File: src/rtl/count_serializer.sv
// Serialises every change of the 4-bit count as start / 4 data bits LSB first / stop,
// with a one-deep pending buffer and sticky overrun. Optional parity bit: EVEN_PARITY_EN.
module count_serializer #(
    parameter int BIT_CYCLES = 4
) (
    input  logic       clock,
    input  logic       reset_,
    input  logic [3:0] z3_z0,
    input  logic       clr_ovr,
    output logic       out,
    output logic       busy,
    output logic       ovr
);

    localparam int TW = $clog2(BIT_CYCLES + 1);

`ifdef EVEN_PARITY_EN
    typedef enum logic [2:0] {IDLE, START, DATA, PAR, STOP} state_t;
`else
    typedef enum logic [2:0] {IDLE, START, DATA, STOP} state_t;
`endif

    state_t          state_q, state_d;
    logic [TW-1:0]   timer_q, timer_d;
    logic [1:0]      bit_idx_q, bit_idx_d;
    logic [3:0]      shift_q, shift_d;
    logic [3:0]      prev_q, prev_d;
    logic [3:0]      pend_q, pend_d;
    logic            pend_v_q, pend_v_d;
    logic            out_q, out_d;
    logic            busy_q, busy_d;
    logic            ovr_q, ovr_d;
`ifdef EVEN_PARITY_EN
    logic            par_q, par_d;
`endif

    logic            evt;
    logic            last_bit;
    logic            load;
    logic [3:0]      load_val;
    logic            set_ovr;

    assign evt      = (z3_z0 != prev_q);
    assign last_bit = (timer_q == TW'(BIT_CYCLES - 1));

    always_comb begin
        // NOTE: every signal written here gets a default first, so no path leaves one unassigned (no latches).
        state_d   = state_q;
        timer_d   = last_bit ? '0 : timer_q + 1'b1;
        bit_idx_d = bit_idx_q;
        shift_d   = shift_q;
        prev_d    = z3_z0;
        pend_d    = pend_q;
        pend_v_d  = pend_v_q;
        out_d     = out_q;
        busy_d    = busy_q;
        load      = 1'b0;
        load_val  = z3_z0;
        set_ovr   = 1'b0;
`ifdef EVEN_PARITY_EN
        par_d     = par_q;
`endif

        case (state_q)
            IDLE: begin
                timer_d = '0;
                load    = evt;
            end
            START: begin
                if (last_bit) begin
                    state_d   = DATA;
                    out_d     = shift_q[0];
                    bit_idx_d = 2'd0;
                end
            end
            DATA: begin
                if (last_bit) begin
                    if (bit_idx_q == 2'd3) begin
`ifdef EVEN_PARITY_EN
                        state_d = PAR;
                        out_d   = par_q;
`else
                        state_d = STOP;
                        out_d   = 1'b1;
`endif
                    end else begin
                        shift_d   = shift_q >> 1;
                        out_d     = shift_q[1];
                        bit_idx_d = bit_idx_q + 2'd1;
                    end
                end
            end
`ifdef EVEN_PARITY_EN
            PAR: begin
                if (last_bit) begin
                    state_d = STOP;
                    out_d   = 1'b1;
                end
            end
`endif
            STOP: begin
                if (last_bit) begin
                    // A fresh change beats the pending value; the pending one is then lost.
                    if (evt) begin
                        load     = 1'b1;
                        set_ovr  = pend_v_q;
                        pend_v_d = 1'b0;
                    end else if (pend_v_q) begin
                        load     = 1'b1;
                        load_val = pend_q;
                        pend_v_d = 1'b0;
                    end else begin
                        state_d = IDLE;
                        busy_d  = 1'b0;
                        out_d   = 1'b1;
                    end
                end
            end
            default: begin
                state_d = IDLE;
                busy_d  = 1'b0;
                out_d   = 1'b1;
            end
        endcase

        if (evt && (state_q != IDLE) && !((state_q == STOP) && last_bit)) begin
            pend_d   = z3_z0;
            pend_v_d = 1'b1;
            set_ovr  = pend_v_q;
        end

        if (load) begin
            shift_d = load_val;
            state_d = START;
            out_d   = 1'b0;
            busy_d  = 1'b1;
`ifdef EVEN_PARITY_EN
            par_d   = ^load_val;
`endif
        end

        ovr_d = (ovr_q & ~clr_ovr) | set_ovr;
    end

    always_ff @(posedge clock or negedge reset_) begin
        if (!reset_) begin
            state_q   <= IDLE;
            timer_q   <= '0;
            bit_idx_q <= 2'd0;
            shift_q   <= 4'd0;
            prev_q    <= 4'd0;
            pend_q    <= 4'd0;
            pend_v_q  <= 1'b0;
            out_q     <= 1'b1;
            busy_q    <= 1'b0;
            ovr_q     <= 1'b0;
`ifdef EVEN_PARITY_EN
            par_q     <= 1'b0;
`endif
        end else begin
            // NOTE: non-blocking updates so every flop samples the pre-edge values of the others.
            state_q   <= state_d;
            timer_q   <= timer_d;
            bit_idx_q <= bit_idx_d;
            shift_q   <= shift_d;
            prev_q    <= prev_d;
            pend_q    <= pend_d;
            pend_v_q  <= pend_v_d;
            out_q     <= out_d;
            busy_q    <= busy_d;
            ovr_q     <= ovr_d;
`ifdef EVEN_PARITY_EN
            par_q     <= par_d;
`endif
        end
    end

    assign out  = out_q;
    assign busy = busy_q;
    assign ovr  = ovr_q;

endmodule
File: config.mk
export PLATFORM = sky130hd
export DESIGN_NAME = count_serializer
export DESIGN_NICKNAME = d
export VERILOG_FILES = /design/src/rtl/count_serializer.sv
export SDC_FILE = /design/constraint.sdc
export NUM_CORES = 1
export LEC_CHECK = 0
export ABC_AREA = 1
export BUFFER_PORTS_ARGS = -buffer_cell sky130_fd_sc_hd__buf_2
export CORE_ASPECT_RATIO = 1.75
export CORE_MARGIN = 2
export CORE_UTILIZATION = 55
export DETAILED_ROUTE_END_ITERATION = 8
export PLACE_DENSITY = 0.75
export SYNTH_ARGS = -nofsm -noshare
export SYNTH_HDL_FRONTEND = slang
export SYNTH_SLANG_ARGS = --single-unit
File: constraint.sdc
create_clock -name clock -period 3.1 [get_ports clock]
set_clock_uncertainty 0.05 [all_clocks]
set_input_delay 0.62 -clock clock [delete_from_list [all_inputs] [get_ports clock]]
set_output_delay 0.62 -clock clock [all_outputs]
set_load 0.005 [all_outputs]
==> results of run 1 <==
[kinds of logic (layout without fill, tap and decap cells)]
family | count (synthesis) | after routing | share of synthesized area, %
buffers and inverters | 27 | 39 | 8.46
AND/OR/NAND/NOR | 79 | 79 | 32.4
flip-flops | 23 | 23 | 44.8
AO/OA/AOI/OAI | 17 | 17 | 7.49
adder cells (fa/ha/maj) | 7 | 7 | 6.81
[sequential cells by signal, summed over array words and instances, names as in the netlist]
name / flops
pend_q: 4
prev_q: 4
shift_q: 4
timer_q: 3
bit_idx_q: 2
state_q: 2
busy: 1
out: 1
ovr: 1
pend_v_q: 1
[worst max path at each step]
| stage | startpoint | to | slack (ps) |
|---|---|---|---|
| finish | state_q[0]$_DFFE_PN0P_ | bit_idx_q[0]$_DFFE_PN0P_ | 1360 |
| global route | state_q[0]$_DFFE_PN0P_ | shift_q[2]$_DFFE_PN0P_ | 1190 |
| CTS | state_q[0]$_DFFE_PN0P_ | bit_idx_q[0]$_DFFE_PN0P_ | 1350 |
| detailed placement | z3_z0[2] | shift_q[3]$_DFFE_PN0P_ | 1330 |
| global placement | z3_z0[1] | shift_q[0]$_DFFE_PN0P_ | 1390 |
| floorplan | z3_z0[2] | shift_q[0]$_DFFE_PN0P_ | 1620 |
[synth_stat cells]
| cell | number |
|---|---|
| sky130_fd_sc_hd__nor3_1 | 2 |
| sky130_fd_sc_hd__nor2_4 | 2 |
| sky130_fd_sc_hd__o31ai_1 | 1 |
| sky130_fd_sc_hd__o211ai_1 | 2 |
| sky130_fd_sc_hd__nand2_1 | 40 |
| sky130_fd_sc_hd__nand3_2 | 3 |
| sky130_fd_sc_hd__buf_6 | 1 |
| sky130_fd_sc_hd__o21ai_1 | 3 |
| sky130_fd_sc_hd__nand2_4 | 2 |
| sky130_fd_sc_hd__dfrtp_1 | 22 |
| sky130_fd_sc_hd__inv_2 | 9 |
| sky130_fd_sc_hd__nor2_1 | 8 |
| sky130_fd_sc_hd__a21oi_1 | 4 |
| sky130_fd_sc_hd__a21oi_2 | 1 |
| sky130_fd_sc_hd__nand3b_1 | 1 |
| sky130_fd_sc_hd__nand3_4 | 1 |
| sky130_fd_sc_hd__nor2_8 | 1 |
| sky130_fd_sc_hd__ha_1 | 7 |
| sky130_fd_sc_hd__nor2_2 | 2 |
| sky130_fd_sc_hd__dfstp_2 | 1 |
| sky130_fd_sc_hd__nand3_1 | 10 |
| sky130_fd_sc_hd__inv_1 | 17 |
| sky130_fd_sc_hd__nand2_2 | 6 |
| sky130_fd_sc_hd__o21ai_0 | 6 |
| sky130_fd_sc_hd__nand4_1 | 1 |
[power breakdown]
part | switching (mW) | leakage, nW | internal [mW]
Clock | 0.0965 | 0.0228 | 0.0919
Sequential | 0.0732 | 0.273 | 0.419
Combinational | 0.359 | 0.436 | 0.208
Total | 0.528 | 0.732 | 0.718
[layer usage]
metal / vias up / routed length, um / global-route usage [%] / part of all wire [%]
met4: 0 / 66 / 11.3 / 2.7
met1: 457 / 945 / 23.4 / 39
met5: - / 0 / 0 / 0
met2: 12 / 1360 / 40.1 / 57
li1: 501 / - / - / -
met3: 7 / 35 / 2.92 / 1.5
[cell type report]
| type | instances | area (sq um) |
|---|---|---|
| clock buffer | 4 | 45.0 |
| tap | 25 | 31.3 |
| fill | 214 | 848 |
| multi-input combinational | 103 | 601 |
| inverter | 26 | 97.6 |
| sequential | 23 | 577 |
| timing repair buffer | 9 | 45.0 |
[through the flow]
step / utilization [%] / total power [mW] / area [sq um]
finish: 62.2 / 1.25 / 1400
global route: 62.2 / 1.37 / 1400
CTS: 62.2 / 1.26 / 1400
detailed placement: 60.2 / 1.07 / 1350
global placement: 60.2 / 1.03 / 1350
floorplan: - / 0.938 / 1290
==> reports/summary.md, run 1 <==
Status
• complete, no violations — outcome

CTS
• 3 — Inserted Clock Buffers
• 1 — depth of the CTS H-tree
• 0 — cts repair resizes
• 80 ps — clock-pin slew on the worst setup and hold paths
• sky130_fd_sc_hd__clkbuf_8 — clock root buffer
• 270 ps — clock latency on the worst-skew pair
• 2 — number of buffers between clock root and the deepest sink
• 0 — Post-CTS Hold Fix Bufs
• done — TritonCTS clock tree
• 0 — count of buffers added by post-CTS timing repair for setup
• 23 — total number of clock tree sinks

Die
• 10 — count of pins on the block boundary
• 23 — Core Rows
• 2240 sq um — area inside the core boundary
• 40.6 um — horizontal die dimension
• 57.3% — initial standard-cell utilization of the core
• 68.0 um — height of the chip
• 2760 sq um — Die Footprint

STA
• 263 ps — smallest hold slack
• false — unrepaired setup endpoints after global routing
• 0 — final-report max-slew violation count
• 1740 ps — Min Clock Period, post-route
• 65.9% — remaining max-slew budget at the tightest pin
• 0 — final hold viol count
• 0 — Final Setup Violations
• 512 ps — actual slew at the worst max-slew pin
• 575 MHz — highest clock rate
• 1360 ps — minimum setup slack in the final design
• 56.1% — portion of the clock cycle consumed by the worst path in the final layout
• 0 ps — TNS Setup

Layout
• 40 x sky130_fd_sc_hd__nand2_1, 22 x sky130_fd_sc_hd__dfrtp_1, 17 x sky130_fd_sc_hd__inv_1 — commonest cells after routing, fill and taps aside
• 180 — final-stage net count
• 190 — final non-filler cell total
• 8.56% — layout overhead on the synthesized area
• sky130_fd_sc_hd__nand2_1 — most common cell after layout, fill and taps aside
• 24.2% — share of post-route cells with drive strength above 1
• 0 — number of diodes added for antenna fixing

Critical path
• state_q[0]$_DFFE_PN0P_ — FF-to-FF Start
• 450 ps — delay of the slowest critical-path stage
• bit_idx_q[0]$_DFFE_PN0P_ — RR Endpoint
• sky130_fd_sc_hd__inv_1 — most prevalent standard cell on the critical path
• 6 — Max Fanout on Critical Path
• reg2reg — worst setup path category
• 4 — Bufs and invs on worst path
• 9 — Crit path depth
• inv_1, ha_1, inv_1, nor2_1, inv_1, nor2_2, inv_2, o31ai_1, a21oi_1 — critical path, cell by cell
• 3180 ps — critical path data required time
• 1360 ps — register-to-register setup slack
• flip-flops — CP delay by family, top
• sky130_fd_sc_hd__dfrtp_1 — Slowest-stage cell, CP
• 9 — Worst R2R Path Depth
• flip-flop — startpoint type of the worst setup path
• 1820 ps — signal arrival time at the worst endpoint
• flip-flop — critical path endpoint category

Placement
• 186 — DP Cell Count
• 1900 um — HPWL reported at the end of detailed placement
• 9 — input/output buffers
• 1330 ps — Worst Setup Slack post-DPL
• 0.849 — final estimated routing congestion in global placement

Hold path
• in2async — worst hold-check path type

Logic synthesis
• sky130_fd_sc_hd__dfrtp_1 43%, sky130_fd_sc_hd__nand2_1 12%, sky130_fd_sc_hd__ha_1 6.8% — top cells by area in the synthesized netlist
• 153 — Synth Instances
• 167 — number of nets in the synthesized netlist
• 23 — number of synthesized register bits
• sky130_fd_sc_hd__dfrtp_1 — post-synth top area cell
• 44.8% — sequential share of the synthesized area
• 0 — total of warnings raised by yosys
• 1290 sq um — Synth Cell Area
• 25 — number of distinct library cells after synthesis
• 42.8% — area share of the largest cell type after synthesis
• 8.41 sq um — Post-Synthesis Mean Instance Area

Global routing
• 1009 — number of global-route vias before repair
• 24 — pin count of the biggest net entering global routing
• 4200 um — global-route wire length before repair
• 0 — initial antenna violation count
• 0 — global route overflow
• 22.3% — overall fraction of global-route tracks in use

Route
• 12.7 um — Routed WL per cell
• 977 — vias after detailed routing
• 12 — starting DRC count in detailed routing
• 2410 um — total length of routed wires
• 4 — number of detailed-route iterations in the first pass
• 0 — DRC violations left
• 0 — number of nets with antenna violations after routing
• 5.14 — via-per-instance ratio

Run
• 0 — Max-cap violations

Power and ir drop
• 0.732 nW — static leakage power
• 0.000580 V — peak supply drop
• 893 nW/um^2 — power density relative to cell area

No activity file was read; power rests on OpenSTA's default activity.
==> run 2: changes to the inputs <==
Settings changed: CORE_UTILIZATION 55 to 52, PLACE_DENSITY 0.75 to 0.74.
Clock period 3.1 ns to 1.4 ns, I/O delays scaled along.
==> run 2 against run 1 <==
The flow now finishes with violations (setup timing). Routed wire length increased by 25%. Non-clock buffer count rose by 28. Global-route usage shrank 1.5 points. Die area increased by 5.3%. Critical path depth decreased by 1. Power grew to 3.1 times the previous value. Utilization is 17 points higher.
==> reports/summary.md, run 2 (same netlist as run 1, synthesis figures left out) <==
Critical path
• reg2reg — worst setup path category, unchanged
• 1650 ps — signal arrival time at the worst endpoint, was 1820 ps
• 2 — Bufs and invs on worst path, was 4
• 470 ps — delay of the slowest critical-path stage, was 450 ps
• sky130_fd_sc_hd__dfrtp_2 — Slowest-stage cell, CP, was sky130_fd_sc_hd__dfrtp_1
• state_q[0]$_DFFE_PN0P_ — RR Endpoint, was bit_idx_q[0]$_DFFE_PN0P_
• flip-flop — critical path endpoint category, unchanged
• state_q[0]$_DFFE_PN0P_ — Critical Path End, was bit_idx_q[0]$_DFFE_PN0P_
• 1510 ps — critical path data required time, was 3180 ps
• flip-flops — CP delay by family, top, unchanged
• state_q[1]$_DFFE_PN0P_ — FF-to-FF Start, was state_q[0]$_DFFE_PN0P_
• state_q[1]$_DFFE_PN0P_ — CP Launch Point, was state_q[0]$_DFFE_PN0P_
• 8 — Crit path depth, was 9
• flip-flop — startpoint type of the worst setup path, unchanged
• -140 ps — register-to-register setup slack, was 1360 ps
• 4 — Max Fanout on Critical Path, was 6
• buf_6, ha_4, inv_4, nand2_4, a21oi_4, nand3_2, nand3_1, nand2_1 — critical path, cell by cell, was inv_1, ha_1, inv_1, nor2_1, inv_1, nor2_2, inv_2, o31ai_1, a21oi_1
• 8 — Worst R2R Path Depth, was 9

Layout
• 219 — final non-filler cell total, was 190
• 209 — final-stage net count, was 180
• 43.0% — layout overhead on the synthesized area, was 8.56%
• 0 — number of diodes added for antenna fixing, unchanged
• 32 x sky130_fd_sc_hd__nand2_1, 20 x sky130_fd_sc_hd__dfrtp_1, 20 x sky130_fd_sc_hd__buf_4 — commonest cells after routing, fill and taps aside, was 40 x sky130_fd_sc_hd__nand2_1, 22 x sky130_fd_sc_hd__dfrtp_1, 17 x sky130_fd_sc_hd__inv_1
• sky130_fd_sc_hd__nand2_1 — most common cell after layout, fill and taps aside, unchanged
• 50.0% — share of post-route cells with drive strength above 1, was 24.2%
• pend_q x4, prev_q x4, shift_q x4 — largest registers, unchanged
• 78.9% — fraction of the core area covered by cells at the end of the flow, was 62.2%
• 1840 sq um — final non-filler cell area, was 1400 sq um

Global routing
• 20.7% — overall fraction of global-route tracks in use, was 22.3%
• 24 — pin count of the biggest net entering global routing, unchanged
• 1093 — number of global-route vias before repair, was 1009
• 4720 um — global-route wire length before repair, was 4200 um
• 0 — global route overflow, unchanged
• 0 — initial antenna violation count, unchanged

STA
• 0 — final hold viol count, unchanged
• 1540 ps — Min Clock Period, post-route, was 1740 ps
• 651 MHz — highest clock rate, was 575 MHz
• 110% — portion of the clock cycle consumed by the worst path in the final layout, was 56.1%
• -1400 ps — TNS Setup, was 0 ps
• 100 ps — smallest hold slack, was 263 ps
• true — unrepaired setup endpoints after global routing, was false
• 15 — Final Setup Violations, was 0
• 0 — final-report max-slew violation count, unchanged
• -136 ps — minimum setup slack in the final design, was 1360 ps
• 513 ps — actual slew at the worst max-slew pin, was 512 ps
• 65.8% — remaining max-slew budget at the tightest pin, was 65.9%

Power and ir drop
• 60.2% — power share of the combinational group, was 45.4%
• 0.906 nW — static leakage power, was 0.732 nW
• 10.6% — part of the power in the clock network, was 15.1%
• 29.3% — sequential power share, was 39.5%
• 3.89 mW — final total power, was 1.25 mW
• 1.63 mW — total net switching power, was 0.528 mW
• 2.26 mW — design internal power, was 0.718 mW
• 0.00128 V — peak supply drop, was 0.000580 V
• 2110 nW/um^2 — power density relative to cell area, was 893 nW/um^2
• 41.9% — Switching Share, was 42.4%

Route
• 1118 — vias after detailed routing, was 977
• 13.7 um — Routed WL per cell, was 12.7 um
• 4 — number of detailed-route iterations in the first pass, unchanged
• 0 — number of nets with antenna violations after routing, unchanged
• 3010 um — total length of routed wires, was 2410 um
• 5.11 — via-per-instance ratio, was 5.14
• 0 — DRC violations left, unchanged
• 15 — starting DRC count in detailed routing, was 12

CTS
• 23 — total number of clock tree sinks, unchanged
• 1 — depth of the CTS H-tree, unchanged
• sky130_fd_sc_hd__clkbuf_8 — clock root buffer, unchanged
• done — TritonCTS clock tree, unchanged
• 3 — Inserted Clock Buffers, unchanged
• 260 ps — clock latency on the worst-skew pair, was 270 ps
• 80 ps — clock-pin slew on the worst setup and hold paths, about the same
• 2 — number of buffers between clock root and the deepest sink, unchanged

Die
• 2330 sq um — area inside the core boundary, was 2240 sq um
• 2900 sq um — Die Footprint, was 2760 sq um
• 55.2% — initial standard-cell utilization of the core, was 57.3%
• 41.6 um — horizontal die dimension, was 40.6 um
• 23 — Core Rows, unchanged
• 10 — count of pins on the block boundary, unchanged
• 69.8 um — height of the chip, was 68.0 um

Placement
• 1480 sq um — Cell Area, Placed, was 1350 sq um
• 200 — DP Cell Count, was 186
• 1830 um — HPWL reported at the end of detailed placement, was 1900 um
• -150 ps — Worst Setup Slack post-DPL, was 1330 ps
• 9 — input/output buffers, unchanged
• 0.847 — final estimated routing congestion in global placement, was 0.849

Run
• 0 — Max-cap violations, unchanged

Status
• finished, violations left — outcome, was complete, no violations
• setup timing — failing checks

Hold path
• in2reg — worst hold-check path type, was in2async

[run 2: routing by layer]
metal  GRT usage, %  up-vias  part of all wire, %
met5              0        -                    0
met4           8.60        0                  2.6
met3           2.86       10                  2.8
met2           39.1       26                   55
met1           21.9      521                   39
li1               -      561                    -
[run 2: cell type report]
class                      count  area, sq um
multi-input combinational    104          787
inverter                      26          113
fill                         151          492
tap                           25         31.3
sequential                    23          579
clock buffer                   4         45.0
timing repair buffer          37          284
[run 2: repair_timing]
| item | CTS | global route |
|---|---|---|
| gates resized for setup | 20 | 36 |
| hold endpoints to repair | 22 | 0 |
| gates cloned | 1 | 0 |
| setup buffers | 4 | 9 |
| pin swaps | 2 | 15 |
| setup endpoints to repair | 15 | 16 |
| hold buffers | 1 | 0 |
[run 2: power by group through the flow]
| stage | Clock, mW | Combinational (mW) | Sequential, mW |
|---|---|---|---|
| 6_report | 0.411 | 2.34 | 1.14 |
| 3_5_place_dp | 0 | 1.47 | 1.10 |
| 2_1_floorplan | 0 | 1.05 | 1.07 |
| 5_1_grt | 0.448 | 2.55 | 1.16 |
| 3_3_place_gp | 0 | 1.41 | 1.08 |
| 4_1_cts | 0.421 | 1.76 | 1.12 |
[run 2: worst min path at each step]
stage	from	endpoint	slack [ps]	cells after the start
final	z3_z0[3]	prev_q[3]$_DFF_PN0_	100	1
after global routing	z3_z0[2]	prev_q[2]$_DFF_PN0_	90	1
after CTS	z3_z0[2]	prev_q[2]$_DFF_PN0_	100	1
after detailed placement	reset_	timer_q[1]$_DFF_PN0_	240	1
after global placement	reset_	timer_q[2]$_DFF_PN0_	220	1
after floorplan	reset_	bit_idx_q[0]$_DFFE_PN0P_	-70	0
[run 2: worst reg2reg max path: stages (launching register included)]
cell	delay, ps
sky130_fd_sc_hd__dfrtp_2	470
sky130_fd_sc_hd__buf_6	140
sky130_fd_sc_hd__ha_4	160
sky130_fd_sc_hd__inv_4	80
sky130_fd_sc_hd__nand2_4	60
sky130_fd_sc_hd__a21oi_4	190
sky130_fd_sc_hd__nand3_2	120
sky130_fd_sc_hd__nand3_1	100
sky130_fd_sc_hd__nand2_1	60
==> run 3: changes to the inputs <==
==> constraint.sdc (replaced) <==
create_clock -name clock -period 1.4 [get_ports clock]
set_clock_uncertainty 0.05 [all_clocks]
set_input_delay 0.14 -clock clock [delete_from_list [all_inputs] [get_ports clock]]
set_output_delay 0.14 -clock clock [all_outputs]
set_load 0.005 [all_outputs]
==> run 3 against run 2 <==
The run ends with hold timing, setup timing left. Critical path depth up 3. Non-clock buffer count increased by 1. Via count grew 3.0%. Utilization grew 0.81 points. Register-to-register slack better by 50 ps. Sequential power barely moved. First-iteration DRC count up 80%. Die area unchanged. Cell count up 0.46%.
==> reports/summary.md, run 3 (same netlist as run 1, synthesis figures left out) <==
Die
• 2330 sq um — area inside the core boundary, unchanged
• 23 — Core Rows, unchanged
• 2900 sq um — Die Footprint, unchanged
• 55.2% — initial standard-cell utilization of the core, unchanged
• 41.6 um — horizontal die dimension, unchanged
• 69.8 um — height of the chip, unchanged
• 10 — count of pins on the block boundary, unchanged

CTS
• 260 ps — clock latency on the worst-skew pair, about the same
• 1 — depth of the CTS H-tree, unchanged
• 23 — total number of clock tree sinks, unchanged
• 2 — number of buffers between clock root and the deepest sink, unchanged
• 3 — Inserted Clock Buffers, unchanged
• done — TritonCTS clock tree, unchanged
• 80 ps — clock-pin slew on the worst setup and hold paths, about the same
• sky130_fd_sc_hd__clkbuf_8 — clock root buffer, unchanged

Route
• 0 — number of nets with antenna violations after routing, unchanged
• 4 — number of detailed-route iterations in the first pass, unchanged
• 3180 um — total length of routed wires, was 3010 um
• 5.24 — via-per-instance ratio, was 5.11
• 14.5 um — Routed WL per cell, was 13.7 um
• 1152 — vias after detailed routing, was 1118
• 0 — DRC violations left, unchanged
• 27 — starting DRC count in detailed routing, was 15

Critical path
• 11 — Worst R2R Path Depth, was 8
• state_q[1]$_DFFE_PN0P_ — FF-to-FF Start, unchanged
• 1510 ps — critical path data required time, about the same
• shift_q[2]$_DFFE_PN0P_ — RR Endpoint, was state_q[0]$_DFFE_PN0P_
• 6 — Max Fanout on Critical Path, was 4
• flip-flop — startpoint type of the worst setup path, unchanged
• -90 ps — register-to-register setup slack, was -140 ps
• 1600 ps — signal arrival time at the worst endpoint, was 1650 ps
• flip-flop — critical path endpoint category, unchanged
• reg2reg — worst setup path category, unchanged

Run
• 0 — Max-cap violations, unchanged

Status
• finished, violations left — outcome, unchanged
• hold timing, setup timing — failing checks, was setup timing

Layout
• 210 — final-stage net count, was 209
• 44.5% — layout overhead on the synthesized area, was 43.0%
• pend_q x4, prev_q x4, shift_q x4 — largest registers, unchanged
• 28 x sky130_fd_sc_hd__nand2_1, 20 x sky130_fd_sc_hd__dfrtp_1, 19 x sky130_fd_sc_hd__buf_4 — commonest cells after routing, fill and taps aside, was 32 x sky130_fd_sc_hd__nand2_1, 20 x sky130_fd_sc_hd__dfrtp_1, 20 x sky130_fd_sc_hd__buf_4
• 0 — number of diodes added for antenna fixing, unchanged
• 79.7% — fraction of the core area covered by cells at the end of the flow, was 78.9%
• 51.3% — share of post-route cells with drive strength above 1, was 50.0%
• sky130_fd_sc_hd__nand2_1 — most common cell after layout, fill and taps aside, unchanged

Hold path
• ovr$_DFF_PN0_ — worst hold path endpoint, was prev_q[3]$_DFF_PN0_
• in2reg — worst hold-check path type, unchanged
• clr_ovr — Hold Path Origin, was z3_z0[3]
• 2 — hold-critical path depth, was 1

STA
• -89.1 ps — minimum setup slack in the final design, was -136 ps
• 106% — portion of the clock cycle consumed by the worst path in the final layout, was 110%
• 14 — Final Setup Violations, was 15
• 65.3% — remaining max-slew budget at the tightest pin, was 65.8%
• 0 — final-report max-slew violation count, unchanged
• -17.1 ps — smallest hold slack, was 100 ps
• 1490 ps — Min Clock Period, post-route, was 1540 ps
• 521 ps — actual slew at the worst max-slew pin, was 513 ps
• 672 MHz — highest clock rate, was 651 MHz
• true — unrepaired setup endpoints after global routing, unchanged
• -707 ps — TNS Setup, was -1400 ps
• 1 — final hold viol count, was 0

Global routing
• 1223 — number of global-route vias before repair, was 1093
• 0 — initial antenna violation count, unchanged
• 5270 um — global-route wire length before repair, was 4720 um
• 24 — pin count of the biggest net entering global routing, unchanged
• 23.0% — overall fraction of global-route tracks in use, was 20.7%
• 0 — global route overflow, unchanged

Power and ir drop
• 0.889 nW — static leakage power, was 0.906 nW
• 0.00118 V — peak supply drop, was 0.00128 V
• 2100 nW/um^2 — power density relative to cell area, was 2110 nW/um^2
• 3.90 mW — final total power, was 3.89 mW

Placement
• 1870 um — HPWL reported at the end of detailed placement, was 1830 um
• 9 — input/output buffers, unchanged
• 0.833 — final estimated routing congestion in global placement, was 0.847

run 3: changes by cell type in the layout (fill, tap and decap cells not counted), moves of 2 or more:
cell	change
sky130_fd_sc_hd__nand2_2	+6
sky130_fd_sc_hd__dlygate4sd3_1	+4
sky130_fd_sc_hd__inv_4	-2
sky130_fd_sc_hd__buf_6	-2
sky130_fd_sc_hd__nand2_1	-4
sky130_fd_sc_hd__nand2_4	-2
sky130_fd_sc_hd__o21ai_1	-2
sky130_fd_sc_hd__inv_2	+2
run 3: area by class of cell:
type / instances / area [sq um]
multi-input cells: 104 / 801
well taps: 25 / 31.3
fillers: 144 / 473
flip-flops and latches: 23 / 579
repair buffers: 38 / 294
inverters: 26 / 108
clock buffers: 4 / 45.0
run 3: worst max path at each step:
stage | slack (ps) | depth (start not counted) | end | start
2_1_floorplan | -20 | 11 | shift_q[2]$_DFFE_PN0P_ | state_q[0]$_DFFE_PN0P_
3_3_place_gp | -120 | 10 | shift_q[1]$_DFFE_PN0P_ | state_q[0]$_DFFE_PN0P_
3_5_place_dp | -170 | 9 | state_q[0]$_DFFE_PN0P_ | state_q[0]$_DFFE_PN0P_
4_1_cts | -70 | 10 | shift_q[2]$_DFFE_PN0P_ | state_q[0]$_DFFE_PN0P_
5_1_grt | -180 | 11 | shift_q[2]$_DFFE_PN0P_ | state_q[0]$_DFFE_PN0P_
6_report | -90 | 11 | shift_q[2]$_DFFE_PN0P_ | state_q[1]$_DFFE_PN0P_
run 3: where the power goes:
part / internal, mW / total, mW / switching [mW]
sequential: 0.933 / 1.14 / 0.211
clock: 0.203 / 0.417 / 0.214
combinational: 1.11 / 2.34 / 1.23
run 3: timing repair:
action | in CTS | in global routing
pin swaps | 11 | 10
hold buffers | 5 | 0
gates resized for setup | 32 | 24
buffers inserted | 10 | 2
endpoints found under the hold margin | 26 | 0
cloned | 1 | 0
endpoints found under the setup margin | 15 | 16
run 3: stage by stage:
step | cells | area (sq um) | setup WS, ps
final | 220 | 1860 | -89.1
after global routing | 220 | 1860 | -184
after CTS | 218 | 1760 | -74.8
after detailed placement | 198 | 1460 | -172
after global placement | 198 | 1460 | -118
after floorplan | 153 | 1310 | -22.7
run 3: worst max-delay path, cell delays in order, from the launching register on:
cell                      delay (ps)
sky130_fd_sc_hd__dfrtp_2         440
sky130_fd_sc_hd__buf_6           130
sky130_fd_sc_hd__ha_4            140
sky130_fd_sc_hd__inv_4            40
sky130_fd_sc_hd__nor2_4           70
sky130_fd_sc_hd__inv_2            50
sky130_fd_sc_hd__nor2_4          150
sky130_fd_sc_hd__inv_4            70
sky130_fd_sc_hd__nor2_2           70
sky130_fd_sc_hd__nand2_1          50
sky130_fd_sc_hd__nand2_1          60
sky130_fd_sc_hd__nor2_1           40
run 3: layer usage:
layer  wire, um  part of all wire [%]  vias up  track usage, %
met5          0                     0        -               0
li1           -                     -      562               -
met4         63                   2.0        0            9.32
met2       1830                    58       23            44.3
met3         60                   1.9        8            1.82
met1       1230                    39      559            24.5
